==> config.mk <==
export PLATFORM = sky130hd
export DESIGN_NAME = quad_seven_seg_rx
export DESIGN_NICKNAME = d
export VERILOG_FILES = /design/src/rtl/quad_seven_seg_rx.sv
export SDC_FILE = /design/constraint.sdc
export NUM_CORES = 1
export LEC_CHECK = 0
export CAP_MARGIN = 30
export CORE_ASPECT_RATIO = 0.5
export CORE_MARGIN = 1
export CORE_UTILIZATION = 51
export DETAILED_ROUTE_END_ITERATION = 10
export GPL_ROUTABILITY_DRIVEN = 0
export PLACE_DENSITY = 0.76
export SETUP_SLACK_MARGIN = 0.05
export SLEW_MARGIN = 10
export SYNTH_ARGS = -nofsm -noshare
export SYNTH_HDL_FRONTEND = slang
export SYNTH_SLANG_ARGS = --single-unit
export TNS_END_PERCENT = 50
==> constraint.sdc <==
create_clock -name clk -period 2.5 [get_ports clk]
set_input_delay 0.375 -clock clk [delete_from_list [all_inputs] [get_ports clk]]
set_output_delay 0.375 -clock clk [all_outputs]
set_load 0.02 [all_outputs]
==> src/rtl/quad_seven_seg_rx.sv <==
// Receive side of a quad multiplexed 7-segment display: synchronises the anode/cathode
// lines, captures each digit after a stable dwell and publishes coherent 4-digit frames.
module quad_seven_seg_rx #(
    parameter int STABLE_CYCLES = 4,
    parameter int CNT_W         = $clog2(STABLE_CYCLES + 1)
) (
    input  logic       clk,
    input  logic       rst,
    input  logic       an3,
    input  logic       an2,
    input  logic       an1,
    input  logic       an0,
    input  logic       ca,
    input  logic       cb,
    input  logic       cc,
    input  logic       cd,
    input  logic       ce,
    input  logic       cf,
    input  logic       cg,
    input  logic       dp,
    output logic [3:0] val3,
    output logic [3:0] val2,
    output logic [3:0] val1,
    output logic [3:0] val0,
    output logic       dot3,
    output logic       dot2,
    output logic       dot1,
    output logic       dot0,
    output logic       digit_strobe,
    output logic [1:0] digit_idx,
    output logic       seg_err,
    output logic       frame_valid,
    output logic       frame_err
);

    logic [11:0]      raw;
    logic [11:0]      sync1_q, sync2_q, prev_q;
    logic [CNT_W-1:0] cnt_q, cnt_d;
    logic             single;
    logic [1:0]       idx;
    logic             stable;
    logic             capture;
    logic [3:0]       dec_val;
    logic             dec_ok;
    logic             dec_dot;
    logic [3:0]       cap_bit;
    logic [3:0]       mask_q, mask_d;
    logic             err_q;
    logic             frame_done;
    logic [3:0]       shadow_val_q [4];
    logic             shadow_dot_q [4];
    logic [3:0]       merged_val   [4];
    logic             merged_dot   [4];
    logic [3:0]       out_val_q    [4];
    logic             out_dot_q    [4];
    logic             strobe_q, seg_err_q, frame_valid_q, frame_err_q;
    logic [1:0]       idx_q;

    assign raw = {an3, an2, an1, an0, ca, cb, cc, cd, ce, cf, cg, dp};

    always_comb begin
        single = 1'b1;
        idx    = 2'd0;
        case (sync2_q[11:8])
            4'b1110: idx = 2'd0;
            4'b1101: idx = 2'd1;
            4'b1011: idx = 2'd2;
            4'b0111: idx = 2'd3;
            default: single = 1'b0;
        endcase
    end

    // Counter saturates at STABLE_CYCLES so a long dwell captures exactly once.
    assign stable  = (sync2_q == prev_q) && single;
    assign capture = stable && (cnt_q == CNT_W'(STABLE_CYCLES - 1));

    always_comb begin
        cnt_d = cnt_q;
        if (!stable)
            cnt_d = '0;
        else if (cnt_q != CNT_W'(STABLE_CYCLES))
            cnt_d = cnt_q + CNT_W'(1);
    end

    always_comb begin
        dec_ok  = 1'b1;
        dec_val = 4'h0;
        case (sync2_q[7:1])
            7'b0000001: dec_val = 4'h0;
            7'b1001111: dec_val = 4'h1;
            7'b0010010: dec_val = 4'h2;
            7'b0000110: dec_val = 4'h3;
            7'b1001100: dec_val = 4'h4;
            7'b0100100: dec_val = 4'h5;
            7'b0100000: dec_val = 4'h6;
            7'b0001111: dec_val = 4'h7;
            7'b0000000: dec_val = 4'h8;
            7'b0000100: dec_val = 4'h9;
            7'b0001000: dec_val = 4'hA;
            7'b1100000: dec_val = 4'hB;
            7'b0110001: dec_val = 4'hC;
            7'b1000010: dec_val = 4'hD;
            7'b0110000: dec_val = 4'hE;
            7'b0111000: dec_val = 4'hF;
            default:    dec_ok  = 1'b0;
        endcase
    end

    assign dec_dot    = ~sync2_q[0];
    assign cap_bit    = 4'b0001 << idx;
    assign frame_done = capture && ((mask_q | cap_bit) == 4'b1111);

    always_comb begin
        mask_d = mask_q;
        if (frame_done)
            mask_d = 4'b0000;
        else if (capture)
            mask_d = mask_q | cap_bit;
    end

    // The snapshot must include the digit captured on the completing edge.
    for (genvar gi = 0; gi < 4; gi++) begin : g_merge
        assign merged_val[gi] = (capture && idx == 2'(gi) && dec_ok) ? dec_val : shadow_val_q[gi];
        assign merged_dot[gi] = (capture && idx == 2'(gi)) ? dec_dot : shadow_dot_q[gi];
    end

    always_ff @(posedge clk or posedge rst) begin
        if (rst) begin
            sync1_q       <= '1;
            sync2_q       <= '1;
            prev_q        <= '1;
            cnt_q         <= '0;
            mask_q        <= '0;
            err_q         <= 1'b0;
            strobe_q      <= 1'b0;
            idx_q         <= 2'd0;
            seg_err_q     <= 1'b0;
            frame_valid_q <= 1'b0;
            frame_err_q   <= 1'b0;
            for (int i = 0; i < 4; i++) begin
                shadow_val_q[i] <= 4'h0;
                shadow_dot_q[i] <= 1'b0;
                out_val_q[i]    <= 4'h0;
                out_dot_q[i]    <= 1'b0;
            end
        end else begin
            sync1_q       <= raw;
            sync2_q       <= sync1_q;
            prev_q        <= sync2_q;
            cnt_q         <= cnt_d;
            mask_q        <= mask_d;
            err_q         <= frame_done ? 1'b0 : (err_q || (capture && !dec_ok));
            strobe_q      <= capture;
            seg_err_q     <= capture && !dec_ok;
            frame_valid_q <= frame_done;
            frame_err_q   <= frame_done && (err_q || !dec_ok);
            if (capture)
                idx_q <= idx;
            for (int i = 0; i < 4; i++) begin
                shadow_val_q[i] <= merged_val[i];
                shadow_dot_q[i] <= merged_dot[i];
                if (frame_done) begin
                    out_val_q[i] <= merged_val[i];
                    out_dot_q[i] <= merged_dot[i];
                end
            end
        end
    end

    assign val0         = out_val_q[0];
    assign val1         = out_val_q[1];
    assign val2         = out_val_q[2];
    assign val3         = out_val_q[3];
    assign dot0         = out_dot_q[0];
    assign dot1         = out_dot_q[1];
    assign dot2         = out_dot_q[2];
    assign dot3         = out_dot_q[3];
    assign digit_strobe = strobe_q;
    assign digit_idx    = idx_q;
    assign seg_err      = seg_err_q;
    assign frame_valid  = frame_valid_q;
    assign frame_err    = frame_err_q;

endmodule

# Yosys cells after proc, flatten, opt, wreduce, memory -nomap -nowiden
# Index checks and enable logic that the tools add are counted.
[totals]
reg_bits = 90
word_cells = 96
[op_classes]
addsub = 1
n_eq_ne = 27
n_shift = 1
mux = 17
bitwise_logic = 2
n_reduce_logical = 21
[op_table]
columns = ["cell", "count"]
rows = [
  ["$pmux 4 s15", 1],
  ["$eq 7x6->1 const B", 5],
  ["$eq 7x7->1 const B", 4],
  ["$mux 4", 6],
  ["$eq 4x4->1 const B", 4],
  ["$reduce_or 16->1", 1],
  ["$eq 7x3->1 const B", 2],
  ["$eq 7x4->1 const B", 2],
  ["$logic_and 1x1->1", 13],
  ["$eq 12x12->1", 1],
  ["$eq 7x1->1 const B", 1],
  ["$eq 7x5->1 const B", 1],
  ["$logic_not 7->1", 1],
  ["$mux 1", 7],
  ["$mux 3", 2],
  ["$pmux 2 s3", 1],
  ["$eq 2x2->1 const B", 2],
  ["$eq 4x3->1 const B", 1],
  ["$or 4x4->4", 1],
  ["$reduce_or 4->1", 1],
  ["$shl 1x2->4 const A", 1],
  ["$add 3x1->3 const B", 1],
  ["$eq 3x2->1 const B", 1],
  ["$ne 3x3->1 const B", 1],
  ["7 further kinds", 8],
]

# Depth between registers and ports, before layout
# Gate-level depths: netlist of the first run.
[depth]
word_depth = 8
ltp_mapped = 9
mapped_depth_nobuf = 8

# Worst setup path after synthesis of the first run
# No wires, ideal clock.
[synth_timing]
path_kind = "reg2reg"
start = "reg sync2_q[9]"
end = "reg out_dot_q, in the netlist dot0"
setup_ps = 125
arrival_ps = 2204
path_slack_ps = 172
path_stages_with_launch = 9
period_less_slack_ps = 2328
cell_sequence = "dfstp_2 buf_2 xor2_1 nor4_4 and3_1 nand3_2 nor2_2 buf_4 mux2_2"
[synth_between]
elab_cells_between_ends = 17
classes_between = "eq/ne: 6; shift: 1; mux: 3; bitwise: 1; reduce/logical: 6"
[synth_lines]
columns = ["element", "line", "text"]
rows = [
  ["start: declaration", "37", "logic [11:0] sync1_q, sync2_q, prev_q;"],
  ["start signal: assignment", "148", "sync2_q <= sync1_q;"],
  ["$eq 4x3->1 / $eq 4x4->1 (equally long branches)", "64", "case (sync2_q[11:8])"],
  ["$pmux 2 s3 / $reduce_or 4->1 (equally long branches)", "-", ""],
  ["$shl 1x2->4 / $mux 1 (equally long branches)", "110, 64", ""],
  ["$or 4x4->4 / $logic_and 1x1->1 (equally long branches)", "111, 74", ""],
  ["$eq 4x4->1 / $logic_and 1x1->1 (equally long branches)", "111, 75", ""],
  ["$logic_and 1x1->1 (*)", "111", "assign frame_done = capture && ((mask_q | cap_bit) == 4'b1111);"],
  ["via frame_done", "49", "logic frame_done;"],
  ["end signal: indexed assignment", "164", "out_dot_q[i] <= merged_dot[i];"],
  ["end: declaration", "55", "logic out_dot_q [4];"],
]
# Mark *: on every way through the listed nets, which the timed path passes. The rest lies on a longest branch.
# A chain may end at the register's enable or synchronous reset.

# Worst setup path after layout of the first run
[layout_timing]
start = "reg sync2_q[4]"
end = "reg out_val_q, in the netlist val2[3]"
[layout_between]
elab_chain_cells = 6
elab_cells_between_ends = 26
classes_between = "eq/ne: 16; mux: 3; reduce/logical: 7"
[layout_lines]
columns = ["element", "line", "text"]
rows = [
  ["parallel branches: the longest is 6 deep, another holds $reduce_or 16->1", "-", ""],
  ["end signal: indexed assignment", "163", "out_val_q[i] <= merged_val[i];"],
  ["end: declaration", "54", "logic [3:0] out_val_q [4];"],
]
# Several ways; the timed one is not identified.

==> flow_summary_export.csv, run 1 <==
group,metric,value,unit
clocking,clk-insertion-delay-late,0.33,ns
critical_path,start_kind,"register",
timing,finalSetupViolations,0,
power_and_ir_drop,p_int,2.28,mW
routing,wl_per_cell,16.3,um
synth,yosys-top-cells-area,"dfrtp_1, dfstp_2, mux2_4, a21oi_1, xor2_1",
synth,synth_nets,340,
final_layout,post-route-util,65.8,%
routing,initialDrtViolationCount,157,
final_layout,fin_cells,482,
final_layout,nNetsFinal,398,
final_layout,fin_area,4840,sq um
final_layout,synthToLayoutAreaGrowth,24.5,%
min_path,holdCritPathClass,"reg2reg",
outcome,violations,"DRC",
place,dpl_cell_area,4460,sq um
synth,avgSynthCellArea,12.0,sq um
power_and_ir_drop,power_density,603,nW/um^2
outcome,outcome,"complete, but fails checks",
timing,drv_slew,0,
place,dp_slack,0.0597,ns
clocking,postCtsHoldBufs,0,
critical_path,critPathLaunch,"sync2_q[4]$_DFF_PP1_",
clocking,cts_made_buffers,9,
timing,fmax,0.421,GHz
synth,syn_area,3880,sq um
timing,tightest_slew,0.733,ns
final_layout,drive_above_1_share,28.2,%
place,port_buffers,39,
critical_path,critical_path.max_fanout,14,
synth,yosysMostFrequentCell,"dfrtp_1",
timing,rsz0062_at_grt,"true",
power_and_ir_drop,p_seq_share,53.1,%
critical_path,cp-end-kind,"register",
synth,ys_seq_area_share,59.1,%
clocking,htree_levels,3,
routing,dr.pass1.iters,9,
critical_path,cpPeakStageDelay,0.64,ns
synth,netlist_top_cells_count,"dfrtp_1, dfstp_2, inv_1, a21oi_1, nand2_1",
clocking,cts.clk_slew.worst_paths,0.06,ns
synth,yosys.area.top_type,"dfrtp_1",
routing,viasPerCell,5.53,
routing,post-route-drc-count,1,
global_routing,grt-ovfl-total,0,
synth,synth-edff-count,0,
clocking,cts_tree,"done",
power_and_ir_drop,pwr-share-comb,5.5,%
timing,fin_crit_sh,95.1,%
global_routing,grt_max_degree,34,
routing,antenna_left,0,
critical_path,crit_path_top_delay_cell,"dfstp_2",
critical_path,reg2reg_from,"sync2_q[4]$_DFF_PP1_",
global_routing,antenna_found_initial,0,
die,die_h,63.7,um
min_path,min_from,"sync1_q[3]$_DFF_PP1_",
critical_path,worst-endpoint-required,2.72,ns
final_layout,insertedDiodeCount,0,
power_and_ir_drop,p_leak,2.01,nW
die,core_area,7350,sq um
synth,synth_seq_cells,90,
timing,fin_setup_tns,0,ns
global_routing,first_global_vias,2598,
die,core.rowCount,22,
die,fp.dieW,125,um
timing,relSlewSlack,51.1,%
global_routing,grt_use_total,21.3,%
power_and_ir_drop,p_clk_share,41.4,%
power_and_ir_drop,switchingPower,634,uW
synth,yosysTopAreaCellShare,34.8,%
timing,min_period,2.38,ns
synth,netlist_instances,323,
clocking,cts_root_buf,"clkbuf_16",
synth,async_reset_ff_share,100,%
die,design.portCount,40,
flow_run,cap_violations,0,
die,start_util,52.9,%
die,die_area,7990,sq um
timing,setup_slack,0.123,ns
synth,synth_cell_types,57,
place,dp_cells,455,
critical_path,arrival,2.60,ns
power_and_ir_drop,ir_drop,0.441,mV
critical_path,path_class,"reg2reg",
clocking,clock_sinks,90,
power_and_ir_drop,swShare,21.7,%
routing,drt-total-wl,7.86,mm
global_routing,grt_pass1_wl,13.0,mm
routing,dr_total_vias,2665,
timing,hold_violations,0,
synth,synth_ff_type,"dfrtp_1",
power_and_ir_drop,p_total,2.92,mW
critical_path,crit_chain,"xor2_1 -> nor4_2 -> buf_4 -> and3_1 -> nand3_2 -> nor2_2 -> buf_12 -> mux2_2",
timing,clock_skew,0.00733,ns
place,dp_hpwl,5.18,mm
timing,timing.hold.ws,0.350,ns
synth,yosysWarnings,0,
clocking,cts_buffer_depth,2,
-- final cells by class --
cell class,instances,area (sq um)
Multi-Input combinational cell,186,1410
Clock inverter,2,12.5
Timing Repair Buffer,67,638
Fill cell,527,2510
Inverter,27,105
Sequential cell,90,2300
Tap cell,96,120
Clock buffer,14,254
-- sequential cells by signal, indices dropped and copies added, names as in the netlist, 12 cells and up --
register      count
prev_q           12
sync2_q          12
shadow_val_q     16
sync1_q          12
-- critical path, delay by kind of cell, from the launching register on --
family	cells	cell delay (ns)
buffers and inverters	2	0.37
AND/OR/NAND/NOR	4	0.82
multiplexers	1	0.33
flip-flops	1	0.64
XOR/XNOR	1	0.11
-- power by group through the flow --
stage               combinational, mW  sequential [mW]  clock (mW)
floorplan                       0.110             1.55           0
global placement                0.137             1.57           0
detailed placement              0.143             1.58           0
CTS                             0.145             1.55        1.23
global route                    0.177             1.55        1.31
finish                          0.161             1.55        1.21
-- cell families (layout without fill, tap and decap cells) --
family / count (synthesis) / in the layout / share of synthesized area, %
AOI/OAI and AO/OA: 71 / 71 / 12.1
adders and majority gates: 3 / 3 / 0.966
xor gates and xnor gates: 16 / 16 / 3.61
DFF: 90 / 90 / 59.1
muxes: 21 / 21 / 7.02
buffers and inverters: 47 / 110 / 5.31
and+or+nand+nor: 75 / 75 / 11.8
-- final timing paths --
check,endpoint,slack [ns],cells after the start
max in group asynchronous,sync2_q[1]$_DFF_PP1_,1.26,3
worst min register to register,sync2_q[3]$_DFF_PP1_,0.35,0
worst max-delay path,val2[3]$_DFFE_PP0P_,0.12,8
worst max register to register,val2[3]$_DFFE_PP0P_,0.12,8
worst min-delay path,sync2_q[3]$_DFF_PP1_,0.35,0
min in group asynchronous,mask_q[1]$_DFFE_PP0P_,0.51,2
-- cells in the final DEF (no fill, tap or decap), drive strengths merged, types with 8 or more instances in the layout --
master and instances:
a21oi 24, a311oi 12, buf 28, clkbuf 14, clkdlybuf4s50 39, dfrtp 54, dfstp 36, inv 26
mux2 20, nand2 18, nand3 8, nor3 8, o21ai 11, xor2 13
-- timing repair --
| action | CTS | global route |
|---|---|---|
| gates resized for setup | 1 | 5 |
| setup buffers | 0 | 11 |
| setup endpoints to repair | 1 | 20 |
-- layer usage --
layer | up-vias | track usage [%] | share of wire [%]
li1 | 1259 | - | -
met1 | 1334 | 28.4 | 47
met2 | 66 | 33.1 | 47
met3 | 6 | 6.97 | 4.8
met4 | 0 | 7.16 | 0.83
met5 | - | 0 | 0
Power figures use the tool's default switching activity.
==> run 2: changes to the inputs <==
--- a/config.mk
+++ b/config.mk
@@ -13,7 +13,7 @@
 export GPL_ROUTABILITY_DRIVEN = 0
 export PLACE_DENSITY = 0.76
 export SETUP_SLACK_MARGIN = 0.05
-export SLEW_MARGIN = 10
+export SLEW_MARGIN = 20
 export SYNTH_ARGS = -nofsm -noshare
 export SYNTH_HDL_FRONTEND = slang
 export SYNTH_SLANG_ARGS = --single-unit
==> results of run 2 <==
No change in the layout: final DEF, timing and power equal those of run 1.
==> run 3: changes to the inputs <==
--- a/config.mk
+++ b/config.mk
@@ -8,10 +8,11 @@
 export CAP_MARGIN = 30
 export CORE_ASPECT_RATIO = 0.5
 export CORE_MARGIN = 1
-export CORE_UTILIZATION = 51
+export CORE_UTILIZATION = 53
+export CTS_BUF_LIST = sky130_fd_sc_hd__clkbuf_4
 export DETAILED_ROUTE_END_ITERATION = 10
 export GPL_ROUTABILITY_DRIVEN = 0
-export PLACE_DENSITY = 0.76
+export PLACE_DENSITY = 0.78
 export SETUP_SLACK_MARGIN = 0.05
 export SLEW_MARGIN = 20
 export SYNTH_ARGS = -nofsm -noshare
==> run 3 against run 2 <==
  * Critical path type unchanged
  * Register-to-register slack got worse by 0.03 ns
  * Combinational power increased by 6%
  * Global-route usage increased by 1.3 points
  * Worst hold slack got worse by 0.053 ns
  * Power down 18%
  * Die area shrank 3.7%
  * The flow now finishes without violations
  * Clock power down 43%
  * Cell count fell by 0.62%
==> flow_summary_export.csv, run 3 (synthesis results as in run 1) <==
group,metric,value,unit
clocking,htree_levels,3,
critical_path,critPathLaunch,"sync2_q[4]$_DFF_PP1_",
critical_path,arrival,2.75,ns
timing,fin_crit_sh,96.3,%
final_layout,nNetsFinal,399,
flow_run,cap_violations,0,
critical_path,reg2reg_from,"sync2_q[4]$_DFF_PP1_",
timing,fin_setup_tns,0,ns
place,port_buffers,39,
final_layout,final_cell_mix,"dfrtp_1, clkdlybuf4s50_1, dfstp_2, inv_1",
die,die_h,62.5,um
routing,antenna_left,0,
place,dp_hpwl,5.37,mm
power_and_ir_drop,power_density,512,nW/um^2
final_layout,insertedDiodeCount,0,
min_path,holdCritPathClass,"in2async",
timing,fmax,0.415,GHz
critical_path,path_class,"reg2reg",
timing,rsz0062_at_grt,"false",
outcome,outcome,"finished, final reports clean",
final_layout,fin_cells,479,
die,design.portCount,40,
final_layout,n_fill_cell,510,
final_layout,synthToLayoutAreaGrowth,20.7,%
global_routing,use_met3,5.66,%
clocking,cts.clk_slew.worst_paths,0.13,ns
clocking,clk-insertion-delay-late,0.44,ns
timing,finalSetupViolations,0,
timing,tightest_slew,0.504,ns
power_and_ir_drop,pwr-share-comb,7.1,%
global_routing,grt_use_met1,30.7,%
timing,clock_skew,0.0109,ns
timing,hold_violations,0,
global_routing,grt.busiest_layer,"met2",
clocking,postCtsHoldBufs,0,
power_and_ir_drop,p_int,1.81,mW
clocking,cts_buffer_depth,2,
routing,dr.pass1.iters,4,
power_and_ir_drop,p_leak,1.96,nW
die,die_area,7700,sq um
routing,post-route-drc-count,0,
critical_path,cp-end-kind,"register",
timing,drv_slew,0,
global_routing,grt_util_met2,34.4,%
routing,viasPerCell,5.73,
die,fp.dieW,123,um
power_and_ir_drop,switchingPower,590,uW
global_routing,antenna_found_initial,0,
clocking,cts_made_buffers,9,
critical_path,critical_path.max_fanout,21,
global_routing,grt_use_total,22.7,%
timing,timing.hold.ws,0.297,ns
die,core.rowCount,21,
routing,drt-total-wl,8.02,mm
power_and_ir_drop,p_clk_share,28.6,%
routing,wl_per_cell,16.7,um
global_routing,grt_max_degree,37,
clocking,cts_root_buf,"clkbuf_4",
place,dp_slack,0.0324,ns
final_layout,largest_register_ffs,16,
critical_path,worst-endpoint-required,2.84,ns
global_routing,grt-ovfl-total,0,
die,start_util,56.4,%
routing,initialDrtViolationCount,154,
power_and_ir_drop,swShare,24.6,%
clocking,clock_sinks,90,
power_and_ir_drop,p_seq_share,64.3,%
timing,setup_slack,0.0925,ns
routing,dr_total_vias,2745,
final_layout,post-route-util,68.1,%
timing,min_period,2.41,ns
final_layout,layout_commonest_cell,"dfrtp_1",
final_layout,drive_above_1_share,28.7,%
global_routing,first_global_vias,2729,
place,dp_cells,451,
final_layout,largest_register,"shadow_val_q",
timing,relSlewSlack,65.6,%
power_and_ir_drop,ir_drop,0.353,mV
die,core_area,6880,sq um
global_routing,grt_pass1_wl,13.1,mm
critical_path,start_kind,"register",
clocking,cts_tree,"done",
-- run 3: cell count changes in the layout (fill, tap and decap cells not counted), sizes merged --
cell and change:
clkbuf -2, clkinv +4, clkinvlp -1
-- run 3: layout make-up --
class                           count  area, sq um  area share, %
Inverter                           27          105           2.24
Multi-Input combinational cell    186         1400           29.7
Sequential cell                    90         2300           49.1
Tap cell                           92          115           2.45
Clock inverter                      5         31.3          0.667
Clock buffer                       11         82.6           1.76
Timing Repair Buffer               68          656           14.0
-- run 3: per-layer routing --
metal / vias to the layer above / share of wire, %
met5: - / 0
met4: 0 / 2.3
met3: 23 / 7.6
met2: 111 / 48
met1: 1335 / 42
li1: 1276 / -
-- run 3: path summary, 6_finish.rpt --
| kind | to | depth (start not counted) | slack [ns] |
|---|---|---|---|
| setup / recovery | val1[2]$_DFFE_PP0P_ | 6 | 0.09 |
| max in group asynchronous | prev_q[4]$_DFF_PP1_ | 3 | 1.62 |
| min in group clk | sync1_q[6]$_DFF_PP1_ | 1 | 0.33 |
| hold / removal | dot0$_DFFE_PP0P_ | 2 | 0.30 |
| setup reg to reg | val1[2]$_DFFE_PP0P_ | 6 | 0.09 |
| hold reg to reg | sync2_q[5]$_DFF_PP1_ | 0 | 0.36 |
-- run 3: worst max-delay path, cell delays in order (launching register included) --
cell      delay [ns]
dfstp_4         0.53
or2_1           0.28
or4_4           0.53
and3_4          0.28
a311oi_1        0.32
a21oi_1         0.11
mux2_4          0.27
-- run 3: timing repair --
| action | in CTS | in global routing |
|---|---|---|
| pin swaps | 0 | 2 |
| gates cloned | 0 | 0 |
| setup buffers | 1 | 11 |
| gates resized for setup | 0 | 5 |
| endpoints found under the setup margin | 5 | 20 |
-- run 3: per-stage QoR --
stage | total power, mW | cell area [sq um]
CTS | 2.41 | 4590
detailed placement | 1.72 | 4470
finish | 2.40 | 4690
global placement | 1.71 | 4470
floorplan | 1.66 | 3890
global route | 2.52 | 4690
-- run 3: power by group through the flow --
| stage | registers [mW] | clock network, mW | logic (mW) |
|---|---|---|---|
| after detailed placement | 1.57 | 0 | 0.150 |
| after global placement | 1.57 | 0 | 0.143 |
| after global routing | 1.55 | 0.785 | 0.187 |
| after floorplan | 1.55 | 0 | 0.110 |
| after CTS | 1.55 | 0.709 | 0.150 |
| final | 1.54 | 0.686 | 0.171 |
